<file path="src/rtl/tracking_frame_ctrl_if.sv">
// Pixel stream, tracker FIFO/result and published box signals shared between
// the frame controller (slave) and its environment (master).
interface tracking_frame_ctrl_if;
    logic        pix_valid;
    logic        pix_sof;
    logic [23:0] pix_rgb;
    logic        trk_full;
    logic        trk_wr_en;
    logic [23:0] trk_rgb;
    logic        trk_valid;
    logic [11:0] trk_cx;
    logic [11:0] trk_cy;
    logic [11:0] trk_w;
    logic [11:0] trk_h;
    logic        box_valid;
    logic [11:0] box_cx;
    logic [11:0] box_cy;
    logic [11:0] box_w;
    logic [11:0] box_h;
    logic        result_strobe;

    modport master (
        output pix_valid, pix_sof, pix_rgb, trk_full,
        output trk_valid, trk_cx, trk_cy, trk_w, trk_h,
        input  trk_wr_en, trk_rgb,
        input  box_valid, box_cx, box_cy, box_w, box_h, result_strobe
    );

    modport slave (
        input  pix_valid, pix_sof, pix_rgb, trk_full,
        input  trk_valid, trk_cx, trk_cy, trk_w, trk_h,
        output trk_wr_en, trk_rgb,
        output box_valid, box_cx, box_cy, box_w, box_h, result_strobe
    );
endinterface

</file>
<file path="src/rtl/tracking_frame_ctrl.sv">
// Frame sequencer for the blob tracker: decimates frames, pads short/lossy
// frames to a full raster, then publishes a qualified, held bounding box.
module tracking_frame_ctrl #(
    parameter int unsigned WIDTH       = 640,
    parameter int unsigned HEIGHT      = 480,
    parameter int unsigned RES_TIMEOUT = 8192,
    parameter int unsigned MISS_LIMIT  = 4
) (
    input  logic                 clock,
    input  logic                 reset,
    input  logic                 cfg_enable,
    input  logic [3:0]           cfg_decim,
    tracking_frame_ctrl_if.slave bus,
    output logic                 busy,
    output logic [15:0]          fed_frames,
    output logic [15:0]          err_frames
);
    localparam int unsigned FRAME_PIX = WIDTH * HEIGHT;
    localparam int unsigned WCW       = $clog2(FRAME_PIX + 1);
    localparam int unsigned TW        = (RES_TIMEOUT > 1) ? $clog2(RES_TIMEOUT) : 1;
    localparam logic [WCW-1:0] LAST_WR    = WCW'(FRAME_PIX - 1);
    localparam logic [TW-1:0]  TIMER_LAST = TW'(RES_TIMEOUT - 1);
    localparam logic [3:0]     MISS_MAX   = 4'(MISS_LIMIT);

    typedef enum logic [2:0] {IDLE, WAIT_SOF, FEED, PAD, WAIT_RES} state_t;

    state_t         state;
    logic [3:0]     decim_cnt;
    logic [WCW-1:0] wr_cnt;
    logic [TW-1:0]  timer;
    logic [3:0]     miss_cnt;
    logic           corrupt;
    logic           sof_hit;
    logic           data_hit;
    logic           take_sof;

    function automatic logic [15:0] sat_inc(input logic [15:0] v);
        return (v == 16'hFFFF) ? v : v + 16'd1;
    endfunction

    always_comb begin
        sof_hit  = bus.pix_valid & bus.pix_sof;
        data_hit = bus.pix_valid & ~bus.pix_sof;
        take_sof = (state == WAIT_SOF) & cfg_enable & sof_hit & (decim_cnt == '0);
        bus.trk_wr_en = 1'b0;
        bus.trk_rgb   = bus.pix_rgb;
        case (state)
            IDLE:     bus.trk_rgb   = '0;
            WAIT_SOF: bus.trk_wr_en = take_sof & ~bus.trk_full;
            FEED:     bus.trk_wr_en = data_hit & ~bus.trk_full;
            PAD: begin
                // Zero pixels never match the target colour, so padding is inert.
                bus.trk_wr_en = ~bus.trk_full;
                bus.trk_rgb   = '0;
            end
            default: ;
        endcase
    end

    assign busy = (state == FEED) || (state == PAD) || (state == WAIT_RES);

    always_ff @(posedge clock or posedge reset) begin
        if (reset) begin
            state             <= IDLE;
            decim_cnt         <= '0;
            wr_cnt            <= '0;
            timer             <= '0;
            miss_cnt          <= '0;
            corrupt           <= 1'b0;
            fed_frames        <= '0;
            err_frames        <= '0;
            bus.box_valid     <= 1'b0;
            bus.box_cx        <= '0;
            bus.box_cy        <= '0;
            bus.box_w         <= '0;
            bus.box_h         <= '0;
            bus.result_strobe <= 1'b0;
        end else begin
            bus.result_strobe <= 1'b0;
            case (state)
                IDLE: begin
                    if (cfg_enable) begin
                        state     <= WAIT_SOF;
                        decim_cnt <= '0;
                    end
                end
                WAIT_SOF: begin
                    if (!cfg_enable) begin
                        state <= IDLE;
                    end else if (sof_hit) begin
                        if (decim_cnt != '0) begin
                            decim_cnt <= decim_cnt - 4'd1;
                        end else begin
                            decim_cnt <= cfg_decim;
                            corrupt   <= bus.trk_full;
                            wr_cnt    <= bus.trk_full ? '0 : WCW'(1);
                            state     <= FEED;
                        end
                    end
                end
                FEED: begin
                    if (sof_hit) begin
                        corrupt <= 1'b1;
                        state   <= PAD;
                    end else if (data_hit) begin
                        if (bus.trk_full) begin
                            corrupt <= 1'b1;
                        end else begin
                            wr_cnt <= wr_cnt + WCW'(1);
                            if (wr_cnt == LAST_WR) begin
                                state <= WAIT_RES;
                                timer <= '0;
                            end
                        end
                    end
                end
                PAD: begin
                    if (!bus.trk_full) begin
                        wr_cnt <= wr_cnt + WCW'(1);
                        if (wr_cnt == LAST_WR) begin
                            state <= WAIT_RES;
                            timer <= '0;
                        end
                    end
                end
                WAIT_RES: begin
                    timer <= timer + TW'(1);
                    if (bus.trk_valid) begin
                        if (!corrupt) begin
                            bus.box_cx        <= bus.trk_cx;
                            bus.box_cy        <= bus.trk_cy;
                            bus.box_w         <= bus.trk_w;
                            bus.box_h         <= bus.trk_h;
                            bus.box_valid     <= 1'b1;
                            bus.result_strobe <= 1'b1;
                            miss_cnt          <= '0;
                            fed_frames        <= sat_inc(fed_frames);
                        end else begin
                            err_frames <= sat_inc(err_frames);
                        end
                        state <= cfg_enable ? WAIT_SOF : IDLE;
                    end else if (timer == TIMER_LAST) begin
                        if (corrupt) begin
                            err_frames <= sat_inc(err_frames);
                        end else begin
                            // A clean frame with no target is a miss; the box is kept but disqualified.
                            fed_frames <= sat_inc(fed_frames);
                            if (miss_cnt != 4'hF) miss_cnt <= miss_cnt + 4'd1;
                            if (miss_cnt >= MISS_MAX - 4'd1) bus.box_valid <= 1'b0;
                        end
                        state <= cfg_enable ? WAIT_SOF : IDLE;
                    end
                end
                default: state <= IDLE;
            endcase
        end
    end
endmodule

</file>
<file path="src/flat_wrapper.sv">
// flat-port wrapper written by rule: the top's interface ports become plain ports
module tracking_frame_ctrl_flat 
#(
    parameter int unsigned WIDTH       = 640,
    parameter int unsigned HEIGHT      = 480,
    parameter int unsigned RES_TIMEOUT = 8192,
    parameter int unsigned MISS_LIMIT  = 4
)
  (clock, reset, cfg_enable, cfg_decim, busy, fed_frames, err_frames, bus_pix_valid, bus_pix_sof, bus_pix_rgb, bus_trk_full, bus_trk_valid, bus_trk_cx, bus_trk_cy, bus_trk_w, bus_trk_h, bus_trk_wr_en, bus_trk_rgb, bus_box_valid, bus_box_cx, bus_box_cy, bus_box_w, bus_box_h, bus_result_strobe);
  tracking_frame_ctrl_if bus_i ();
  input  logic clock;
  input  logic reset;
  input  logic cfg_enable;
  input  logic [3:0] cfg_decim;
  output logic busy;
  output logic [15:0] fed_frames;
  output logic [15:0] err_frames;
  input wire logic [$bits(bus_i.pix_valid)-1:0] bus_pix_valid;
  input wire logic [$bits(bus_i.pix_sof)-1:0] bus_pix_sof;
  input wire logic [$bits(bus_i.pix_rgb)-1:0] bus_pix_rgb;
  input wire logic [$bits(bus_i.trk_full)-1:0] bus_trk_full;
  input wire logic [$bits(bus_i.trk_valid)-1:0] bus_trk_valid;
  input wire logic [$bits(bus_i.trk_cx)-1:0] bus_trk_cx;
  input wire logic [$bits(bus_i.trk_cy)-1:0] bus_trk_cy;
  input wire logic [$bits(bus_i.trk_w)-1:0] bus_trk_w;
  input wire logic [$bits(bus_i.trk_h)-1:0] bus_trk_h;
  output wire logic [$bits(bus_i.trk_wr_en)-1:0] bus_trk_wr_en;
  output wire logic [$bits(bus_i.trk_rgb)-1:0] bus_trk_rgb;
  output wire logic [$bits(bus_i.box_valid)-1:0] bus_box_valid;
  output wire logic [$bits(bus_i.box_cx)-1:0] bus_box_cx;
  output wire logic [$bits(bus_i.box_cy)-1:0] bus_box_cy;
  output wire logic [$bits(bus_i.box_w)-1:0] bus_box_w;
  output wire logic [$bits(bus_i.box_h)-1:0] bus_box_h;
  output wire logic [$bits(bus_i.result_strobe)-1:0] bus_result_strobe;
  assign bus_i.pix_valid = bus_pix_valid;
  assign bus_i.pix_sof = bus_pix_sof;
  assign bus_i.pix_rgb = bus_pix_rgb;
  assign bus_i.trk_full = bus_trk_full;
  assign bus_i.trk_valid = bus_trk_valid;
  assign bus_i.trk_cx = bus_trk_cx;
  assign bus_i.trk_cy = bus_trk_cy;
  assign bus_i.trk_w = bus_trk_w;
  assign bus_i.trk_h = bus_trk_h;
  assign bus_trk_wr_en = bus_i.trk_wr_en;
  assign bus_trk_rgb = bus_i.trk_rgb;
  assign bus_box_valid = bus_i.box_valid;
  assign bus_box_cx = bus_i.box_cx;
  assign bus_box_cy = bus_i.box_cy;
  assign bus_box_w = bus_i.box_w;
  assign bus_box_h = bus_i.box_h;
  assign bus_result_strobe = bus_i.result_strobe;
  tracking_frame_ctrl #(.WIDTH(WIDTH), .HEIGHT(HEIGHT), .RES_TIMEOUT(RES_TIMEOUT), .MISS_LIMIT(MISS_LIMIT)) u_core (.clock(clock), .reset(reset), .cfg_enable(cfg_enable), .cfg_decim(cfg_decim), .bus(bus_i), .busy(busy), .fed_frames(fed_frames), .err_frames(err_frames));
endmodule
</file>
<file path="config.mk">
export PLATFORM = sky130hd
export DESIGN_NAME = tracking_frame_ctrl_flat
export DESIGN_NICKNAME = d
export VERILOG_FILES = /design/src/rtl/tracking_frame_ctrl_if.sv /design/src/rtl/tracking_frame_ctrl.sv /design/src/flat_wrapper.sv
export SDC_FILE = /design/constraint.sdc
export NUM_CORES = 1
export LEC_CHECK = 0
export BUFFER_PORTS_ARGS = -buffer_cell sky130_fd_sc_hd__buf_2
export CAP_MARGIN = 15
export CORE_AREA = 2 2 144 118
export DETAILED_ROUTE_END_ITERATION = 8
export DIE_AREA = 0 0 146 120
export PLACE_DENSITY_LB_ADDON = 0.12
export SKIP_CTS_REPAIR_TIMING = 1
export SYNTH_ARGS = -nofsm -noshare
export SYNTH_HDL_FRONTEND = slang
export SYNTH_SLANG_ARGS = --single-unit
export TNS_END_PERCENT = 5
</file>
<file path="constraint.sdc">
create_clock -name clock -period 4.1 [get_ports clock]
set_input_delay 0.615 -clock clock [delete_from_list [all_inputs] [get_ports clock]]
set_output_delay 0.615 -clock clock [all_outputs]
set_load 0.005 [all_outputs]
</file>
==> results.sh <==
export IMPL_status="completed"
export IMPL_max_slew_margin_pct=41.5
export IMPL_cts_root_buffer="clkbuf_16"
export IMPL_p_total_mw=3.11
export IMPL_synth_edff_count=0
export IMPL_tightest_slew_ns=0.870
export IMPL_timing_final_ws_setup_ns=0.353
export IMPL_cap_violations=0
export IMPL_routed_via_density=4.99
export IMPL_placed_area_um2=7350
export IMPL_rsz0062_at_grt="no"
export IMPL_antenna_found_initial=0
export IMPL_cellLeakagePower_nw=4.08
export IMPL_cts_buffers=17
export IMPL_start_util_pct=38.0
export IMPL_grt_pass1_vias=4755
export IMPL_synth_top_family_by_area="simple AND/OR/NAND/NOR gates"
export IMPL_overflow=0
export IMPL_num_vias=4946
export IMPL_cts_tree="built"
export IMPL_use_met1_pct=22.1
export IMPL_hold_class="in -> async"
export IMPL_insertion_delay_ns=0.41
export IMPL_critPathRequiredTime_ns=3.48
export IMPL_muxShareOfSynthArea_pct=10.7
export IMPL_route_antenna_remaining_nets=0
export IMPL_wirelength_mm=14.4
export IMPL_port_buffer_count=190
export IMPL_end_kind="output port"
export IMPL_use_met2_pct=26.5
export IMPL_synth_xor_area_share_pct=5.99
export IMPL_peakVddDrop_uv=286
export IMPL_final_setup_tns_ns=0
export IMPL_grtUsageTotal_pct=16.5
export IMPL_power_density_nw_per_um2=390
export IMPL_period_share_pct=91.4
export IMPL_layout_commonest_cell="buf_2"
export IMPL_grt_start_max_net_pins=70
export IMPL_place_detailed_hpwl_mm=10.4
export IMPL_ys_flop_type="dfrtp_1"
export IMPL_die_height_um=120
export IMPL_synth_compound_area_share_pct=7.35
export IMPL_ys_async_sr_fraction_pct=100
export IMPL_rows=42
export IMPL_cts_max_level=4
export IMPL_yosys_warnings=0
export IMPL_ys_types=61
export IMPL_drive_above_1_share_pct=38.4
export IMPL_drc_errors=0
export IMPL_ys_seq_area_share_pct=51.3
export IMPL_gr_max_usage_layer="met2"
export IMPL_arrival_ns=3.13
export IMPL_drv_slew=0
export IMPL_met3_usage_pct=4.98
export IMPL_initialDrtViolationCount=337
export IMPL_avgSynthCellArea_um2=10.9
export IMPL_grt_pass1_wl_mm=23.3
export IMPL_final_cell_mix="buf_2 (190), dfrtp_1 (126), mux2_2 (51)"
export IMPL_ios=191
export IMPL_final_hold_violation_count=0
export IMPL_synth_area_um2=6150
export IMPL_setup_violations_final=0
export IMPL_n_fill_cell=1472
export IMPL_cp_max_fo=14
export IMPL_finalNetCount=848
export IMPL_cts_sinks=126
export IMPL_clk_pin_slew_worst_paths_ns=0.06
export IMPL_synth_fa_ha_area_share_pct=1.22
export IMPL_finalWeightedCongestion=0.804
export IMPL_post_place_ws_ns=0.793
export IMPL_fin_area_um2=7990
export IMPL_synth_seq_cells=126
export IMPL_syn_inst=565
export IMPL_die_width_um=146
export IMPL_start_kind="flop"
export IMPL_diodes=0
export IMPL_worst_setup_path_type="reg -> out"
export IMPL_area_delta_synth_final_pct=30.0
export IMPL_clock_fmax_ghz=0.267
export IMPL_wl_per_cell_um=14.6
export IMPL_die_area_um2=17500
export IMPL_firstDrtPassIters=5
export IMPL_coreArea_um2=16200
export IMPL_clk_path_buf_depth=2
export IMPL_synth_nets=654
export IMPL_fin_worst_skew_ns=0.00702
export IMPL_yosys_area_share_simple_pct=20.8
export IMPL_post_route_min_period_ns=3.75
## Yosys cell counts (2+ instances only)
| library cell | instances | area share, % |
|---|---|---|
| dfrtp_1 | 126 | 51 |
| mux2_2 | 51 | 9.3 |
| nand2_1 | 42 | 2.6 |
| nor2_1 | 41 | 2.5 |
| nor2b_1 | 29 | 3.0 |
| nand3_1 | 25 | 2.0 |
| xor2_1 | 22 | 3.1 |
| nand4_1 | 20 | 2.0 |
| o21ai_0 | 20 | 1.6 |
| xnor2_1 | 20 | 2.9 |
| inv_1 | 19 | 1.2 |
| clkbuf_1 | 14 | 0.86 |
| nor3_1 | 13 | 1.1 |
| a21oi_1 | 10 | 0.81 |
| and3_1 | 10 | 1.0 |
| buf_2 | 7 | 0.57 |
| mux2i_1 | 7 | 1.1 |
| nand2b_1 | 7 | 0.71 |
| and4_1 | 6 | 0.86 |
| ha_1 | 6 | 1.2 |
| nor4_1 | 5 | 0.51 |
| a31oi_1 | 4 | 0.41 |
| and2_1 | 4 | 0.41 |
| nor3b_1 | 4 | 0.49 |
| or4_1 | 4 | 0.49 |
| nor4_2 | 3 | 0.61 |
| or3_1 | 3 | 0.31 |
| a22o_1 | 2 | 0.29 |
| nand3b_1 | 2 | 0.24 |
| nor4_4 | 2 | 0.69 |
| o2111ai_2 | 2 | 0.49 |
| o211ai_1 | 2 | 0.24 |
| o21a_1 | 2 | 0.24 |
| o22a_1 | 2 | 0.29 |
| o31ai_1 | 2 | 0.24 |
| or2_2 | 2 | 0.20 |
## sequential cells by signal (all words and copies together), names as in the netlist
| signal | flops |
|---|---|
| u_core.miss_cnt | 4 |
| u_core.state | 3 |
| u_core.bus.box_h | 12 |
| u_core.fed_frames | 16 |
| u_core.decim_cnt | 4 |
| u_core.wr_cnt | 19 |
| u_core.timer | 13 |
| u_core.corrupt | 1 |
| u_core.bus.box_valid | 1 |
| u_core.bus.box_cx | 12 |
| u_core.err_frames | 16 |
| u_core.bus.result_strobe | 1 |
| u_core.bus.box_cy | 12 |
| u_core.bus.box_w | 12 |
## stage by stage
stage	instances	utilization [%]	hold WS, ns
final	991	49.4	0.389
after global routing	991	49.4	0.405
after CTS	990	49.3	0.410
after detailed placement	959	45.4	0.489
after global placement	959	45.4	0.480
after floorplan	565	-	0.472
## per-layer routing
| metal | vias up | routed length [um] |
|---|---|---|
| met5 | - | 0 |
| met4 | 0 | 91 |
| met3 | 8 | 791 |
| met2 | 143 | 6960 |
| met1 | 2396 | 6610 |
| li1 | 2399 | - |
## cells by family after synthesis
kind of cell	count (synthesis)
DFF	126
muxes	59
xor gates and xnor gates	42
buffers and inverters	42
and+or+nand+nor	228
AOI/OAI and AO/OA	62
adders and majority gates	6
## report_power, final
part	total (mW)	switching, mW	internal, mW
sequential	1.30	0.0293	1.27
clock	1.61	0.584	1.03
combinational	0.202	0.108	0.0937
total	3.11	0.722	2.39
## final cells by class
| class | instances | area [um2] | share of cell area, % |
|---|---|---|---|
| clock buffers | 17 | 425 | 5.32 |
| clock inverters | 14 | 206 | 2.58 |
| inverters | 20 | 77.6 | 0.971 |
| multi-input cells | 397 | 2830 | 35.4 |
| flip-flops and latches | 126 | 3150 | 39.5 |
| well taps | 220 | 275 | 3.45 |
| repair buffers | 197 | 1020 | 12.8 |
## worst max-delay path: stages (launching register included)
cell,delay (ns)
dfrtp_1,0.41
inv_1,0.10
ha_1,0.23
nor3b_1,0.53
and2b_1,0.27
and3_1,0.17
buf_4,0.21
nor2_1,0.05
a2111oi_0,0.54
buf_2,0.22
## path summary, 6_finish.rpt
| path | start | endpoint | slack [ns] | cells past startpoint |
|---|---|---|---|---|
| setup / recovery | u_core.decim_cnt[0] | bus_trk_wr_en | 0.35 | 9 |
| hold / removal | reset | u_core.bus.box_w[1] | 0.39 | 2 |
| setup reg to reg | u_core.decim_cnt[0] | u_core.wr_cnt[15] | 1.10 | 7 |
| hold reg to reg | u_core.err_frames[10] | u_core.err_frames[10] | 0.49 | 1 |
| max in group asynchronous | reset | u_core.fed_frames[15] | 2.90 | 3 |
| min in group clock | bus_trk_cx[6] | u_core.bus.box_cx[6] | 0.43 | 2 |
Power figures use the tool's default switching activity.
